--- config.mk ---
export PLATFORM = sky130hd
export DESIGN_NAME = display_bcd_encoder
export DESIGN_NICKNAME = d
export VERILOG_FILES = /design/src/rtl/display_bcd_encoder.sv
export SDC_FILE = /design/constraint.sdc
export NUM_CORES = 1
export LEC_CHECK = 0
export BUFFER_PORTS_ARGS = -buffer_cell sky130_fd_sc_hd__buf_2
export CELL_PAD_IN_SITES_DETAIL_PLACEMENT = 2
export CELL_PAD_IN_SITES_GLOBAL_PLACEMENT = 2
export CORE_UTILIZATION = 40
export CTS_BUF_LIST = sky130_fd_sc_hd__clkbuf_2 sky130_fd_sc_hd__clkbuf_4 sky130_fd_sc_hd__clkbuf_8
export DETAILED_ROUTE_END_ITERATION = 10
export PLACE_DENSITY_LB_ADDON = 0.1
export SLEW_MARGIN = 10
export SYNTH_ARGS = -nofsm -noshare
export SYNTH_HDL_FRONTEND = slang
export SYNTH_SLANG_ARGS = --single-unit
--- constraint.sdc ---
create_clock -name clk -period 4.6 [get_ports clk]
set_input_delay 0.69 -clock clk [delete_from_list [all_inputs] [get_ports clk]]
set_output_delay 0.69 -clock clk [all_outputs]
set_load 0.1 [all_outputs]
--- src/rtl/display_bcd_encoder.sv ---
`default_nettype none
// +----------------------------------------------------------------------------+
// | Module      : display_bcd_encoder                                          |
// | Description : Converts a 14-bit binary value to four 7-segment digit       |
// |               patterns using a sequential shift-add-3 (double dabble)      |
// |               conversion followed by one encode cycle. Values above 9999   |
// |               show "----" and raise overflow.                              |
// |               Optional macro DISPLAY_BCD_BLANK_EN blanks leading zeros.    |
// | Revision    : 1.0 - initial release                                        |
// +----------------------------------------------------------------------------+
module display_bcd_encoder #(
    parameter int DP_DIGIT = 0
) (
    input  logic        clk,
    input  logic        rst,
    input  logic        start,
    input  logic [13:0] value,
    output logic        busy,
    output logic        done,
    output logic        overflow,
    output logic [7:0]  segment1,
    output logic [7:0]  segment2,
    output logic [7:0]  segment3,
    output logic [7:0]  segment4
);

    localparam logic [1:0]  c_IDLE    = 2'd0;
    localparam logic [1:0]  c_CONVERT = 2'd1;
    localparam logic [1:0]  c_ENCODE  = 2'd2;

    localparam logic [3:0]  c_BITS    = 4'd14;
    localparam logic [13:0] c_MAX     = 14'd9999;

    // Bit i lights the decimal point of digit i (index 0 = segment1, leftmost)
    localparam logic [3:0]  c_DP_MASK = {(DP_DIGIT == 4), (DP_DIGIT == 3),
                                         (DP_DIGIT == 2), (DP_DIGIT == 1)};

    localparam logic [6:0]  c_DASH    = 7'h40;

    logic [1:0]  r_state;
    logic [13:0] r_shift;
    logic [15:0] r_bcd;
    logic [3:0]  r_cnt;
    logic        r_ovf_cap;

    logic [15:0] w_bcd_adj;
    logic [15:0] w_bcd_next;
    logic [2:0]  w_blank;
    logic [7:0]  w_seg [4];

    // Digit to segment pattern, bit0=a .. bit6=g
    function automatic logic [6:0] f_seg(input logic [3:0] d);
        logic [6:0] s;
        case (d)
            4'd0:    s = 7'h3F;
            4'd1:    s = 7'h06;
            4'd2:    s = 7'h5B;
            4'd3:    s = 7'h4F;
            4'd4:    s = 7'h66;
            4'd5:    s = 7'h6D;
            4'd6:    s = 7'h7D;
            4'd7:    s = 7'h07;
            4'd8:    s = 7'h7F;
            4'd9:    s = 7'h6F;
            default: s = 7'h00;
        endcase
        return s;
    endfunction

    // One double-dabble step: add 3 to nibbles >= 5, then shift in the next value MSB
    always_comb begin
        w_bcd_adj = r_bcd;
        for (int i = 0; i < 4; i++) begin
            if (r_bcd[i*4 +: 4] >= 4'd5) begin
                w_bcd_adj[i*4 +: 4] = r_bcd[i*4 +: 4] + 4'd3;
            end
        end
        w_bcd_next = {w_bcd_adj[14:0], r_shift[13]};
    end

    // Segment patterns for the finished BCD result (thousands first)
    always_comb begin
        w_blank[0] = (r_bcd[15:12] == 4'd0);
        w_blank[1] = w_blank[0] && (r_bcd[11:8] == 4'd0);
        w_blank[2] = w_blank[1] && (r_bcd[7:4] == 4'd0);
        for (int i = 0; i < 4; i++) begin
            if (r_ovf_cap) begin
                w_seg[i] = {c_DP_MASK[i], c_DASH};
            end else begin
                w_seg[i] = {c_DP_MASK[i], f_seg(r_bcd[(3-i)*4 +: 4])};
`ifdef DISPLAY_BCD_BLANK_EN
                // Units digit is never blanked so zero still shows as "0"
                if (i < 3 && w_blank[i]) begin
                    w_seg[i][6:0] = 7'h00;
                end
`endif
            end
        end
    end

    // Control FSM with registered status and segment outputs
    always_ff @(posedge clk) begin
        if (rst) begin
            r_state   <= c_IDLE;
            r_shift   <= 14'd0;
            r_bcd     <= 16'd0;
            r_cnt     <= 4'd0;
            r_ovf_cap <= 1'b0;
            busy      <= 1'b0;
            done      <= 1'b0;
            overflow  <= 1'b0;
            segment1  <= 8'h00;
            segment2  <= 8'h00;
            segment3  <= 8'h00;
            segment4  <= 8'h00;
        end else begin
            done <= 1'b0;
            case (r_state)
                c_IDLE: begin
                    if (start) begin
                        r_shift   <= value;
                        r_bcd     <= 16'd0;
                        r_cnt     <= c_BITS;
                        r_ovf_cap <= (value > c_MAX);
                        busy      <= 1'b1;
                        r_state   <= c_CONVERT;
                    end
                end
                c_CONVERT: begin
                    r_bcd   <= w_bcd_next;
                    r_shift <= {r_shift[12:0], 1'b0};
                    r_cnt   <= r_cnt - 4'd1;
                    if (r_cnt == 4'd1) begin
                        r_state <= c_ENCODE;
                    end
                end
                c_ENCODE: begin
                    segment1 <= w_seg[0];
                    segment2 <= w_seg[1];
                    segment3 <= w_seg[2];
                    segment4 <= w_seg[3];
                    overflow <= r_ovf_cap;
                    done     <= 1'b1;
                    busy     <= 1'b0;
                    r_state  <= c_IDLE;
                end
                default: begin
                    busy    <= 1'b0;
                    r_state <= c_IDLE;
                end
            endcase
        end
    end

endmodule
`default_nettype wire

# ---- Yosys cells after proc, flatten, opt, wreduce, memory -nomap -nowiden
# Memories as Yosys holds them, arrays and structs flattened. A register that Yosys moved wholly into a read port is not among the register bits.
# Cells that the tools add are included.
dict set report word_totals {
  ff_bits 72
  rom_bits 448
  inputBits 17
  out_inout_bits 35
  wordCells 66
  n_memories 4
}
dict set report op_classes {
  add_sub_neg 5
  order_cmp 5
  n_eq_ne 5
  muxes 28
  bitwise 1
  reduce_logical 6
}
# name words word_bits read_ports rd_ports_with_merged_regs write_ports line
set memory_table {}
lappend memory_table {{(name not given)} 16 7 1 1 0 54} ;# case (d)
lappend memory_table {{(name not given)} 16 7 1 1 0 54}
lappend memory_table {{(name not given)} 16 7 1 1 0 54}
lappend memory_table {{(name not given)} 16 7 1 1 0 54}
# operator count
set op_table {}
lappend op_table {{4-bit two-way mux} 12}
lappend op_table {{16-bit case mux with 2 select lines} 1}
lappend op_table {{7-bit two-way mux} 4}
lappend op_table {{14-bit case mux with 2 select lines} 1}
lappend op_table {{4-bit by 3-bit greater-or-equal comparator with 1-bit output (second input constant)} 4}
lappend op_table {{16-bit two-way mux} 1}
lappend op_table {{14-bit > comparator (second input constant)} 1}
lappend op_table {{14-bit two-way mux} 1}
lappend op_table {{4-bit by 2-bit adder with 4-bit output (second input constant)} 3}
lappend op_table {{4-bit case mux with 2 select lines} 1}
lappend op_table {{2-bit AND reduction} 4}
lappend op_table {{4-bit by 1-bit equality test with 1-bit output (second input constant)} 1}
lappend op_table {{2-bit two-way mux} 2}
lappend op_table {{2-bit inequality test (second input constant)} 2}
lappend op_table {{2-bit case mux with 2 select lines} 1}
lappend op_table {{4-bit by 1-bit subtractor with 4-bit output (second input constant)} 1}
lappend op_table {{3-bit by 2-bit adder with 3-bit output (second input constant)} 1}
lappend op_table {{3-bit two-way mux} 1}
lappend op_table {{2-bit by 1-bit equality test with 1-bit output (second input constant)} 1}
lappend op_table {{2-bit equality test (second input constant)} 1}
lappend op_table {{2-bit zero test} 1}
lappend op_table {{1-bit two-way mux} 2}
lappend op_table {{1-bit case mux with 2 select lines} 1}
lappend op_table {{2-bit nonzero test} 1}
lappend op_table {{1-bit NOT} 1}

# ---- Depth between registers and ports, before layout
# Gate-level depths: netlist of the first run.
dict set report depth {
  depth_word 5
  ltp_mapped 13
  ltp_nobuf 12
}

# ---- Worst setup path before layout of the first run
# No wires, ideal clock.
dict set report synth_path {
  path_kind {input-to-reg}
  start {input rst}
  end {register (tool-made name)}
  setup_time_ns 0.095
  arrival_time_ns 2.483
  t_required_ns 4.505
  slack_ns 2.022
  cell_stages 8
  n_path_buf 2
  cell_sequence {buf_6 > or3b_1 > buf_6 > a2111oi_2 > a211oi_2 > ha_1 > or4_1 > o311ai_1}
}
# item line
set synth_lines {}
lappend synth_lines {{start: declaration} 15} ;# input logic rst,

==> flow_metrics.tcl, run 1 <==
set metrics [dict create \
    synthFlopType "dfxtp_1" \
    wl_met2_um 6441 \
    worstSetupPathType "flip-flop to flip-flop" \
    clockBufferDepth 2 \
    core_area_um2 11520 \
    crit_chain "nor3b_2, nand3_1, o21ai_0, inv_1, ha_1, a221oi_1, nor2_1" \
    power_density_nw_per_um2 332.4 \
    cts_root_buffer "clkbuf_8" \
    yosysSeqAreaShare 0.4043 \
    fp.dieH_um 111.0 \
    cts_setup_buffers 0 \
    rsz0062_at_grt "no" \
    cts_max_level 3 \
    syn_to_final_growth_pct 10.56 \
    p_sw_frac 0.2618 \
    drtIter0Drc 126 \
    p_sw_uw 457.3 \
    cellLeakagePower_uw 0.002128 \
    cp.arrival_ps 3460 \
    finalCritPeriodShare 0.6935 \
    slew_viol_final 0 \
    synth-async-reset-ratio 0 \
    finClkSkew_ps 9.239 \
    cap_violations 0 \
    crit_family "simple AND/OR/NAND/NOR gates" \
    dp.cells 690 \
    ys_seq_elements 96 \
    antenna_left 0 \
    drt-wirelength-per-cell_um 18.54 \
    layout_min_cycle_time_ps 3190 \
    drt-vias-per-instance 5.557 \
    grt_pass1_wl_um 21870 \
    setup_violations 0 \
    firstDrtPassIters 8 \
    clockPowerShare 0.395 \
    mostFrequentLayoutCells "dfxtp_1, nand2_1, buf_2, a21oi_1, nor2_1" \
    wirelength_um 13090 \
    crit_required_ps 4870 \
    cts_sinks 96 \
    n_fill_cell 1311 \
    avgSynthCellArea_um2 8.952 \
    combPwrFrac 0.101 \
    critPathCaptureType "flip-flop" \
    ys_types 68 \
    dp_hpwl_um 9260 \
    netlist_instances 531 \
    relSlewSlack 0.2560 \
    layout_setup_ws_ps 1410 \
    power.internal_uw 1289 \
    seq_power_share 0.504 \
    crit_fanout 14 \
    clock_latency_ps 390 \
    slowest_delay_ps 990 \
    layout_commonest_cell "dfxtp_1" \
    rows 39 \
    cts.clk_slew.worst_paths_ps 90 \
    multi_input_area_um2 2535 \
    drive_gt1_frac 0.1758 \
    syn_area_um2 4753 \
    cpMaxStageDelayCell "nor3b_2" \
    place_congestion 0.8177 \
    max_freq_ghz 0.3135 \
    synth_warnings 0 \
    grt_pass1_vias 4183 \
    dr_wl_met3_um 320 \
    track_usage 0.2253 \
    drc 8 \
    die-area_um2 12320 \
    register_area_um2 1922 \
    antenna_cells 0 \
    holdWs_ps 444.8 \
    wl_met1_um 6141 \
    violations "DRC" \
    portBuffers 47 \
    path_buf_inv 1 \
    highest-signal-layer "met4" \
    vias 3923 \
    synth_edf_count 0 \
    antenna_found_initial 0 \
    overflow 0 \
    start_util 0.4128 \
    cts_hold_buffers 0 \
    io_pins 52 \
    fin_nets 609 \
    cts_buffers 9 \
    cts_tree "yes" \
    crit_path_start_kind "flip-flop" \
    die_w_um 111.0 \
    post_cts_resized 0 \
    grt_max_degree 31 \
    finalHoldViolCount 0 \
    dp_slack_ps 1090 \
    fin_cells 706 \
    status "complete, but fails checks" \
    ir_drop_v 0.0001383 \
    hp-class "flip-flop to flip-flop" \
    worst_slew_pin_slew_ps 1111 \
    tns_ps 0 \
]
-- metal layers --
layer / up-vias / GRT usage
met1: 1933 / 0.2850
met2: 52 / 0.3908
met5: - / 0
li1: 1924 / -
met4: 0 / 0.07928
met3: 14 / 0.03280
-- logic make-up (layout without fill, tap and decap cells) --
group / after synthesis / count (layout) / share of synthesized area
AO/OA/AOI/OAI: 141 / 141 / 0.2288
XOR/XNOR: 6 / 6 / 0.01106
other: 1 / 4 / 0.0007889
AND/OR/NAND/NOR: 184 / 184 / 0.1956
multiplexers: 2 / 2 / 0.004212
buffers and inverters: 67 / 96 / 0.06581
adder cells (fa/ha/maj): 34 / 34 / 0.08950
flip-flops: 96 / 96 / 0.4043
-- worst register-to-register path, delay by kind of cell, from the launching register on --
kind,cells,cell delay (ps)
buffers and inverters,1,210
and+or+nand+nor,3,1270
DFF,1,680
AOI/OAI and AO/OA,2,630
adders and majority gates,1,290
-- cell usage after synthesis (7+ instances only) --
library cell,instances,area (µm²)
dfxtp_1,96,1922
nand2_1,58,217.7
a21oi_1,42,210.2
nor2_1,37,138.9
ha_1,34,425.4
nand3b_1,25,187.7
inv_1,23,86.33
nor3_1,20,100.1
clkbuf_1,16,60.06
nand3_1,15,75.07
o21ai_0,15,75.07
buf_2,10,50.05
a22oi_1,9,67.56
a21o_1,8,60.06
inv_2,7,26.28
-- per-stage QoR --
stage / utilization / total power (µW) / area (µm²)
6_report: 0.4563 / 1747 / 5255
3_5_place_dp: 0.4345 / 1078 / 5004
4_1_cts: 0.4561 / 1764 / 5253
3_3_place_gp: 0.4345 / 1072 / 5004
5_1_grt: 0.4563 / 1814 / 5255
2_1_floorplan: - / 1035 / 4765
-- cell type report --
cell class / count / share of cell area
Clock inverter: 5 / 0.01976
Inverter: 30 / 0.02143
Clock buffer: 11 / 0.02762
Sequential cell: 96 / 0.3657
Tap cell: 143 / 0.03405
Multi-Input combinational cell: 371 / 0.4824
Timing Repair Buffer: 50 / 0.04905
-- final timing paths --
| check | startpoint | to | slack, ps | depth (start not counted) |
|---|---|---|---|---|
| worst min register to register | r_shift[8] | r_shift[9] | 440 | 2 |
| worst min-delay path | r_shift[8] | r_shift[9] | 440 | 2 |
| worst max register to register | r_state[0] | flip-flop | 1410 | 7 |
| worst max-delay path | r_state[0] | flip-flop | 1410 | 7 |
-- power groups by stage --
stage | logic, µW | registers (µW) | clock network [µW]
after floorplan | 123 | 912 | 0
after global placement | 174 | 898 | 0
after detailed placement | 179 | 899 | 0
after CTS | 180 | 881 | 704
after global routing | 193 | 885 | 736
final | 177 | 880 | 690
(Power assumes the default switching activity.)
==> run 2: changes to the inputs <==
--- a/config.mk
+++ b/config.mk
@@ -8,7 +8,7 @@
 export BUFFER_PORTS_ARGS = -buffer_cell sky130_fd_sc_hd__buf_2
 export CELL_PAD_IN_SITES_DETAIL_PLACEMENT = 2
 export CELL_PAD_IN_SITES_GLOBAL_PLACEMENT = 2
-export CORE_UTILIZATION = 40
+export CORE_UTILIZATION = 37
 export CTS_BUF_LIST = sky130_fd_sc_hd__clkbuf_2 sky130_fd_sc_hd__clkbuf_4 sky130_fd_sc_hd__clkbuf_8
 export DETAILED_ROUTE_END_ITERATION = 10
 export PLACE_DENSITY_LB_ADDON = 0.1
==> constraint.sdc (replaced) <==
create_clock -name clk -period 3.19 [get_ports clk]
set_input_delay 0.4785 -clock clk [delete_from_list [all_inputs] [get_ports clk]]
set_output_delay 0.4785 -clock clk [all_outputs]
set_load 0.1 [all_outputs]
==> run 2 against run 1 <==
  * The flow now finishes without violations
  * Die area rose by 8.0%
  * Worst setup slack got worse by 850 ps
  * Combinational power rose by 59%
  * Global-route usage fell by 0.99 points
  * Count of clock-buffer cells in the layout fell by 1
  * Fmax rose by 21%
  * Hold slack got worse by 150 ps
  * Sequential power rose by 43%
  * Clock skew rose by 0.84 ps
==> flow_metrics.tcl, run 2 (same netlist as run 1, synthesis figures left out) <==
set metrics [dict create \
    status "complete, no violations" \
    place_area_um2 5137 \
    crit_fanout 7 \
    cap_violations 0 \
    cp.arrival_ps 2960 \
    cts.clk_slew.worst_paths_ps 100 \
    place_congestion 0.8014 \
    dp_hpwl_um 9654 \
    overflow 0 \
    wirelength_um 13330 \
    layout_min_cycle_time_ps 2632 \
    drc 0 \
    dr_wl_met3_um 318 \
    drtIter0Drc 139 \
    dp.cells 732 \
    power_density_nw_per_um2 443.8 \
    cts_sinks 96 \
    grt_max_degree 31 \
    antenna_left 0 \
    crit_path_start_kind "flip-flop" \
    track_usage 0.2154 \
    layout_commonest_cell "dfxtp_1" \
    worstSetupPathType "flip-flop to flip-flop" \
    slew_viol_final 0 \
    fin_area_um2 5334 \
    layout_setup_ws_ps 558.3 \
    wl_met2_um 6748 \
    max_freq_ghz 0.3800 \
    fin_cells 748 \
    drt-wirelength-per-cell_um 17.81 \
    syn_to_final_growth_pct 12.21 \
    vias 3959 \
    finalCritPeriodShare 0.8250 \
    cts_hold_buffers 0 \
    finClkSkew_ps 10.08 \
    critPathCaptureType "flip-flop" \
    highest-signal-layer "met4" \
    core_area_um2 12570 \
    cpMaxStageDelayCell "a211oi_2" \
    tns_ps 0 \
    antenna_cells 0 \
    post_cts_resized 0 \
    drive_gt1_frac 0.1927 \
    crit_chain "inv_1, ha_1, nand2b_1, a21o_1, a211oi_2, inv_2, ha_1, and2_1, a221o_1, o21ai_1" \
    crit_family "compound AO/OA/AOI/OAI gates" \
    rows 41 \
    relSlewSlack 0.3286 \
    drt-vias-per-instance 5.293 \
    antenna_found_initial 0 \
    wl_met1_um 6024 \
    crit_required_ps 3520 \
    ir_drop_v 0.0001751 \
    start_util 0.3782 \
    clock_latency_ps 390 \
    worst_slew_pin_slew_ps 1006 \
    cpMostUsedCell "ha_1" \
    hp-class "input port to flip-flop" \
    fp.dieH_um 115.3 \
    path_buf_inv 2 \
    firstDrtPassIters 4 \
    cts_max_level 3 \
    grt_pass1_wl_um 21760 \
    setup_violations 0 \
    fin_util 0.4244 \
    grt_pass1_vias 4226 \
    portBuffers 47 \
    fin_nets 622 \
    finalHoldViolCount 0 \
    slowest_delay_ps 470 \
    dp_slack_ps 299.4 \
    die-area_um2 13300 \
    cts_root_buffer "clkbuf_8" \
    die_w_um 115.3 \
    cts_setup_buffers 0 \
    io_pins 52 \
    cts_tree "yes" \
    cts_buffers 9 \
    rsz0062_at_grt "no" \
    clockBufferDepth 2 \
    cellLeakagePower_uw 0.002168 \
    mostFrequentLayoutCells "dfxtp_1, nand2_1, buf_2, a21oi_1, nor2_1" \
]
run 2: layout make-up:
cell class              instances  area [µm²]
clock inverters                 6       58.81
well taps                     172       215.2
repair buffers                 63       355.3
clock buffers                  10       137.6
fillers                      1395        7234
inverters                      30       112.6
multi-input cells             371        2532
flip-flops and latches         96        1922
run 2: stage by stage:
stage / total power (µW) / hold slack (ps)
global route: 2480 / 303.7
detailed placement: 1575 / 439.3
global placement: 1564 / 432.9
CTS: 2409 / 279.7
floorplan: 1493 / 415.4
finish: 2367 / 296.7
run 2: path summary, 6_finish.rpt:
path	from	to	slack [ps]	cells after the start
worst max-delay path	r_bcd[4]	flip-flop	560	10
worst min-delay path	value[0]	r_shift[0]	300	2
worst max register to register	r_bcd[4]	flip-flop	560	10
worst min register to register	segment2[2]	segment2[2]	450	2
run 2: power breakdown:
group / leakage [µW] / switching (µW) / internal [µW]
clock: 0.000106 / 443 / 380
sequential: 0.000779 / 28.2 / 1230
combinational: 0.00128 / 193 / 88.3
total: 0.00217 / 664 / 1700
run 2: layer usage:
layer | global-route usage | vias to the layer above
li1 | - | 1940
met1 | 0.2602 | 1947
met2 | 0.3820 | 56
met3 | 0.02899 | 16
met4 | 0.09091 | 0
met5 | 0 | -
==> run 3: changes to the inputs <==
==> constraint.sdc (replaced) <==
create_clock -name clk -period 2.5 [get_ports clk]
set_input_delay 0.375 -clock clk [delete_from_list [all_inputs] [get_ports clk]]
set_output_delay 0.375 -clock clk [all_outputs]
set_load 0.1 [all_outputs]
==> run 3 against run 2 <==
  * Utilization grew 1.6 points
  * Hold slack lost 110 ps
  * Clock skew grew 3.7 ps
  * Count of clock-buffer cells in the layout grew 1
  * Non-clock buffer count grew 19
  * Fmax grew 8.3%
  * Sequential share of layout area shrank 1.3 points
  * Largest power group unchanged
==> flow_metrics.tcl, run 3 (same netlist as run 1, synthesis figures left out) <==
set metrics [dict create \
    status "complete, no violations" \
    max_freq_ghz 0.4117 \
    worst_slew_pin_slew_ps 1069 \
    track_usage 0.2215 \
    grt_max_degree 31 \
    cts_sinks 96 \
    antenna_found_initial 0 \
    drc 0 \
    fp.dieH_um 115.3 \
    critPathCaptureType "flip-flop" \
    clock_latency_ps 390 \
    power_density_nw_per_um2 575.0 \
    layout_setup_ws_ps 70.88 \
    rsz0062_at_grt "yes" \
    setup_violations 0 \
    crit_required_ps 2810 \
    ff2ff_setup_slack_ps 70 \
    start_util 0.3782 \
    cellLeakagePower_uw 0.002275 \
    firstDrtPassIters 4 \
    cts.clk_slew.worst_paths_ps 100 \
    multi_input_area_um2 2556 \
    hp-class "input port to flip-flop" \
    finalCritPeriodShare 0.9716 \
    grt_pass1_wl_um 22670 \
    cts_tree "yes" \
    worstSetupPathType "flip-flop to flip-flop" \
    finClkSkew_ps 13.78 \
    wirelength_um 13760 \
    rows 41 \
    syn_to_final_growth_pct 16.45 \
    layout_commonest_cell "dfxtp_1" \
    drtIter0Drc 107 \
    drt-wirelength-per-cell_um 17.94 \
    register_area_um2 1923 \
    antenna_cells 0 \
    combPwrFrac 0.118 \
    crit_path_start_kind "flip-flop" \
    cts_max_level 3 \
    ir_drop_v 0.0002669 \
    fin_cells 767 \
    clockBufferDepth 2 \
    overflow 0 \
    slew_viol_final 0 \
    mostFrequentLayoutCells "dfxtp_1, nand2_1, buf_2, a21oi_1, nor2_1" \
    portBuffers 47 \
    io_pins 52 \
    power.internal_uw 2315 \
    drive_gt1_frac 0.2286 \
    cts_buffers 9 \
    p_sw_frac 0.2728 \
    die-area_um2 13300 \
    seq_power_share 0.506 \
    core_area_um2 12570 \
    crit_fanout 12 \
    cts_root_buffer "clkbuf_8" \
    cp.arrival_ps 2740 \
    antenna_left 0 \
    dp_hpwl_um 9997 \
    n_fill_cell 1405 \
    layout_min_cycle_time_ps 2429 \
    dp.cells 749 \
    drt-vias-per-instance 5.339 \
    p_sw_uw 868.3 \
    vias 4095 \
    holdWs_ps 186.2 \
    die_w_um 115.3 \
    cap_violations 0 \
    place_congestion 0.8375 \
    finalHoldViolCount 0 \
    dp_slack_ps -37.71 \
    fin_nets 641 \
    grt_pass1_vias 4375 \
    clockPowerShare 0.376 \
    relSlewSlack 0.2865 \
]
## run 3: cell types whose count changed in the layout (fill, tap and decap cells not counted), sizes merged
cell	change
buf	+19
bufinv	+1
clkbuf	+1
clkinv	-2
## run 3: path summary, 6_finish.rpt
path / startpoint / endpoint / cells past startpoint
setup / recovery: r_state[1] / flip-flop / 6
hold / removal: value[0] / r_shift[0] / 2
setup reg to reg: r_state[1] / flip-flop / 6
hold reg to reg: r_shift[5] / r_shift[6] / 2
## run 3: metrics by stage
stage	instance area, µm²	total power [µW]	util	TNS (ps)
global route	5535	3317	0.4404	-247.8
detailed placement	5265	2025	0.4189	-105.6
CTS	5503	3231	0.4378	0
finish	5535	3183	0.4404	0
floorplan	4765	1905	-	0
global placement	5265	2007	0.4189	0
## run 3: power groups by stage
stage	clock network, µW	registers [µW]	logic, µW
finish	1200	1610	375
global route	1290	1620	404
CTS	1240	1610	380
detailed placement	0	1650	378
global placement	0	1640	363
floorplan	0	1680	226
## run 3: per-layer routing
layer,vias to the layer above,track usage,share of wire,routed length (µm)
met4,0,0.08139,0.018,245
met1,2036,0.2736,0.46,6319
met5,-,0,0,0
li1,1990,-,-,-
met2,55,0.3856,0.50,6884
met3,14,0.03690,0.023,312
## run 3: cell type report
class / instances / area share
Clock buffer: 11 / 0.02735
Clock inverter: 5 / 0.01424
Inverter: 30 / 0.02034
Multi-Input combinational cell: 371 / 0.4618
Sequential cell: 96 / 0.3474
Tap cell: 172 / 0.03888
Timing Repair Buffer: 82 / 0.08996
## run 3: timing repair
action,4_1_cts,5_1_grt
pin swaps,0,1
resized for setup,1,7
setup endpoints to repair,1,12
hold buffers,0,0
setup buffers,0,2
## run 3: worst max-delay path, stage by stage (launching register included)
cell and delay [ps]:
dfxtp_1 320, or3b_1 620, a2111oi_2 450, a211oi_4 100
ha_1 190, or4_1 550, o311ai_1 100
